$ cat src/rtl/fp_lzc_norm_pipe.sv
// Three-stage leading/trailing-bit counter with normalising shifter.
// Valid/ready handshake; a stall freezes every stage, flush kills in-flight work.
module fp_lzc_norm_pipe #(
  parameter int WIDTH = 64,
  parameter int SEG   = 8,
  parameter int TAG_W = 6,
  localparam int CNT_W = $clog2(WIDTH) + 1
) (
  input  logic             clk,
  input  logic             rst,
  input  logic             flush,
  input  logic             in_valid,
  output logic             in_ready,
  input  logic [WIDTH-1:0] in_data,
  input  logic [1:0]       in_mode,
  input  logic [TAG_W-1:0] in_tag,
  output logic             out_valid,
  input  logic             out_ready,
  output logic [CNT_W-1:0] out_count,
  output logic             out_zero,
  output logic [WIDTH-1:0] out_norm,
  output logic [TAG_W-1:0] out_tag
);

  localparam int NSEG = WIDTH / SEG;
  localparam int SCW  = $clog2(SEG) + 1;

  logic advance;
  assign advance  = !out_valid || out_ready;
  assign in_ready = advance;

  // stage 1: transformed word and per-segment counts (segment 0 is most significant)
  logic [WIDTH-1:0]           t;
  logic [NSEG-1:0][SCW-1:0]   seg_cnt;
  logic [NSEG-1:0]            seg_zero;

  always_comb begin
    t = in_data;
    if (in_mode == 2'b01) begin
      t = ~in_data;
    end else if (in_mode == 2'b10) begin
      for (int i = 0; i < WIDTH; i++) t[i] = in_data[WIDTH-1-i];
    end
  end

  always_comb begin
    for (int s = 0; s < NSEG; s++) begin
      seg_cnt[s]  = SCW'(SEG);
      seg_zero[s] = 1'b1;
      for (int b = 0; b < SEG; b++) begin
        if (t[WIDTH-SEG*(s+1)+b]) begin
          seg_cnt[s]  = SCW'(SEG - 1 - b);
          seg_zero[s] = 1'b0;
        end
      end
    end
  end

  logic                      s1_valid;
  logic [WIDTH-1:0]          s1_data;
  logic [1:0]                s1_mode;
  logic [TAG_W-1:0]          s1_tag;
  logic [NSEG-1:0][SCW-1:0]  s1_cnt;
  logic [NSEG-1:0]           s1_zero;

  // stage 2: first non-empty segment from the top wins
  logic [CNT_W-1:0] cnt2;

  always_comb begin
    cnt2 = CNT_W'(WIDTH);
    for (int s = NSEG - 1; s >= 0; s--) begin
      if (!s1_zero[s]) cnt2 = CNT_W'(s * SEG) + CNT_W'(s1_cnt[s]);
    end
  end

  logic              s2_valid;
  logic [WIDTH-1:0]  s2_data;
  logic [1:0]        s2_mode;
  logic [TAG_W-1:0]  s2_tag;
  logic [CNT_W-1:0]  s2_cnt;

  // stage 3: normalising shift; a full-width count yields zero
  logic [WIDTH-1:0] norm3;
  logic             zero3;

  always_comb begin
    zero3 = (s2_cnt == CNT_W'(WIDTH));
    if (zero3)                 norm3 = '0;
    else if (s2_mode == 2'b10) norm3 = s2_data >> s2_cnt;
    else                       norm3 = s2_data << s2_cnt;
  end

  always_ff @(posedge clk) begin
    if (rst) begin
      s1_valid  <= 1'b0;
      s2_valid  <= 1'b0;
      out_valid <= 1'b0;
      out_count <= '0;
      out_zero  <= 1'b0;
      out_norm  <= '0;
      out_tag   <= '0;
    end else begin
      if (flush) begin
        s1_valid  <= 1'b0;
        s2_valid  <= 1'b0;
        out_valid <= 1'b0;
      end else if (advance) begin
        s1_valid  <= in_valid;
        s2_valid  <= s1_valid;
        out_valid <= s2_valid;
      end
      if (advance) begin
        s1_data   <= in_data;
        s1_mode   <= in_mode;
        s1_tag    <= in_tag;
        s1_cnt    <= seg_cnt;
        s1_zero   <= seg_zero;
        s2_data   <= s1_data;
        s2_mode   <= s1_mode;
        s2_tag    <= s1_tag;
        s2_cnt    <= cnt2;
        out_count <= s2_cnt;
        out_zero  <= zero3;
        out_norm  <= norm3;
        out_tag   <= s2_tag;
      end
    end
  end

endmodule

$ cat config.mk
export PLATFORM = sky130hd
export DESIGN_NAME = fp_lzc_norm_pipe
export DESIGN_NICKNAME = d
export VERILOG_FILES = /design/src/rtl/fp_lzc_norm_pipe.sv
export SDC_FILE = /design/constraint.sdc
export NUM_CORES = 1
export LEC_CHECK = 0
export ABC_AREA = 1
export BUFFER_PORTS_ARGS = -buffer_cell sky130_fd_sc_hd__clkbuf_2
export CAP_MARGIN = 40
export CORE_MARGIN = 2
export CORE_UTILIZATION = 29
export CTS_CLUSTER_SIZE = 20
export DETAILED_ROUTE_END_ITERATION = 8
export PLACE_DENSITY = 0.54
export SETUP_SLACK_MARGIN = 0.15
export SLEW_MARGIN = 20
export SYNTH_ARGS = -nofsm -noshare
export SYNTH_HDL_FRONTEND = slang
export SYNTH_SLANG_ARGS = --single-unit
$ cat constraint.sdc
create_clock -name clk -period 14.59 [get_ports clk]
set_clock_uncertainty 0.05 [all_clocks]
set_input_delay 2.918 -clock clk [delete_from_list [all_inputs] [get_ports clk]]
set_output_delay 2.918 -clock clk [all_outputs]
set_load 0.02 [all_outputs]
==> run metrics <==
peak supply drop=0.0000824 V; Critical Path Sink=in_ready; Cells after DPL=around 3,500; dpl cell area=about 20,000 um^2; Netlist cell types=38; RSZ-0062 raised after global routing=no; Die Span Y=256 um; antenna viol nets, final=0; Async SR Flop Fraction=0; GRT Resource Usage Total=0.215; final hold vios=0; die width=256 um; CP endpoint kind=primary output; Syn Inst Count=approximately 2,700; Main synth FF type=edfxtp_1; WL final=72.3 mm; Worst R2R End=out_norm[60]; max_slew headroom=0.403; vias in the first global route=between 15,000 and 20,000; Tcrit/Tclk final=0.535; post-synthesis cell area=18,400 um^2; post-synth top area cell=edfxtp_1; Worst Setup Path Type=primary input to primary output; Seq pwr share=0.415; Setup crit start kind=primary input; Avg Cell Area, Syn=6.83 um^2; share of the synthesized area in the top cell type=0.298; IO buf count=156; switching part of the total=0.349; max cap viols=0; min cycle time layout=7.80 ns; sequential share of the synthesized area=0.386; largest net degree at the start of global routing=approximately 130; achievable frequency=approximately 0.13 GHz; root buf cell=clkbuf_16; Arr. time, crit path=4.83 ns; Skew-Pair Late Insertion Delay=0.57 ns; Yosys reg bits=264; Final HPWL DP=approximately 53 mm; CTS Buffer Depth=3; yosys warns=0; Worst Tran Pin Value=0.896 ns; critical path required time=11.62 ns; gpl congestion=0.970; final instance area=20,600 um^2; Inserted Clock Buffers=28; leakage dissipation=8.84 nW; hold_buf cts=0; # H-tree levels=1; clk sinks=264; CTS tree=yes; PD cells=103 nW/um^2; Max FO, Critical Path=72; share of layout cells above drive strength 1=0.101; antenna violations before repair=2; non-filler cells, final=about 3,600; number of synthesized flops with an enable pin=183; Psw=740 uW; DR iter-0 viols=2,925; fin worst setup slack=roughly 6.8 ns; Int Power=1.38 mW; I/O Pins=157; Mapped Nets=2,776; Comb power frac=0.276; Setup crit start=out_ready; DP Worst Slack=a little under 7 ns; via density per instance=5.48; Reg2Reg Depth=15; die footprint=65,600 um^2; area grow syn2layout=11.9%; routed len/inst=20.2 um; std cell rows=roughly 90; setup TNS=0 ns; CTS resizes=0; total gr overflow=0; global-route wire length before repair=110 mm; Clock transition at path regs=about 0.06 ns; fin util=0.327; drc violations=0; vias post-DR=between 15,000 and 20,000; top area cells in the synthesized netlist=edfxtp_1, nand3_1, nand2_1; core area=63,000 um^2; Initial DRT Pass Iterations=7; status=completed; reg2reg setup slack=approximately 11 ns; Initial Utilization=0.293; r2r startpoint=s2_cnt[1]; fin. max-slew vios=0; setup bufs post-CTS=0; total power=2.12 mW; setup violators final=0; Hold WS=around 0.36 ns; Clk network pwr share=0.309; Final Net Count=2,798; Hold Crit Class=flip-flop to flip-flop
-- per-layer routing --
metal  share of wire  GRT usage  wire length, um  vias to the layer above
met2            0.44      0.332            31800                      931
li1                -          -                -                     9470
met4           0.046     0.0902             3300                        2
met3           0.092     0.0359             6630                      159
met5         0.00015          0               11                        -
met1            0.42      0.298            30600                     9110
-- how the worst min path moves through the flow --
| stage | start | endpoint | slack [ns] | cells after the start |
|---|---|---|---|---|
| 3_5_place_dp | s1_data[31] | s2_data[31] | 0.35 | 0 |
| 6_report | s1_data[21] | s2_data[21] | 0.36 | 0 |
| 2_1_floorplan | s1_data[0] | s2_data[0] | 0.35 | 0 |
| 3_3_place_gp | s1_tag[3] | s2_tag[3] | 0.35 | 0 |
| 4_1_cts | s1_data[62] | s2_data[62] | 0.37 | 0 |
| 5_1_grt | s1_data[21] | s2_data[21] | 0.37 | 0 |
-- synth_stat cells, drive strengths merged (4+ instances only) --
library cell  number
nand3            844
nand2            666
edfxtp           183
nor2             154
inv              143
buf              132
o21ai            128
a21oi            122
dfxtp             81
clkbuf            65
nand4             54
o211ai            35
o22ai             24
a31oi             17
nor3               9
a21boi             8
a22oi              8
a21o               7
and2               7
nand3b             4
-- power groups by stage --
stage	sequential [mW]	combinational (mW)	clock, mW
CTS	0.880	0.571	0.675
global route	0.884	0.644	0.703
global placement	0.895	0.565	0
finish	0.880	0.585	0.656
floorplan	0.905	0.378	0
detailed placement	0.895	0.569	0
-- layout by cell type (no fill, tap or decap), types with 5 or more instances in the layout --
| cell | n |
|---|---|
| dfxtp_1 | 81 |
| clkbuf_16 | 29 |
| o21ai_1 | 20 |
| nand3_1 | 838 |
| clkinv_1 | 7 |
| a21boi_0 | 7 |
| o22ai_1 | 24 |
| nor3_1 | 9 |
| nand4_1 | 54 |
| and2_1 | 7 |
| nand3_2 | 6 |
| buf_4 | 25 |
| a22oi_1 | 8 |
| clkinv_2 | 9 |
| o211ai_1 | 35 |
| nand2_1 | 646 |
| nor2_2 | 5 |
| nand2_2 | 18 |
| a31oi_1 | 17 |
| inv_2 | 8 |
| nor2_1 | 145 |
| clkbuf_1 | 5 |
| a21o_1 | 7 |
| a21oi_1 | 122 |
| clkbuf_2 | 156 |
| buf_12 | 5 |
| o21ai_0 | 107 |
| edfxtp_1 | 183 |
| inv_1 | 132 |
-- cell families after synthesis --
family	after synthesis	synth area share
and+or+nand+nor	1742	0.427
DFF	264	0.386
buffers and inverters	342	0.0799
AOI/OAI and AO/OA	351	0.107
-- registers in the layout, indices dropped and copies added (netlist names), 7 cells and up --
name and flops:
out_count 7, out_norm 64, s1_cnt 32, s1_data 64, s2_cnt 7, s2_data 64
-- layout make-up --
| class | count | area (um^2) |
|---|---|---|
| Clock buffer | 34 | 744 |
| Clock inverter | 16 | 113 |
| Inverter | 145 | 548 |
| Fill cell | 6883 | 42400 |
| Tap cell | 846 | 1060 |
| Timing Repair Buffer | 189 | 1150 |
| Antenna cell | 1 | 2.50 |
| Sequential cell | 264 | 7120 |
| Multi-Input combinational cell | 2093 | 9880 |
-- worst max-delay path, cell delays in order --
cell and delay (ns):
clkbuf_2 0.10, nor2_4 0.09, buf_4 0.57, clkinv_1 0.79, clkbuf_2 0.35
Power figures use the tool's default switching activity.
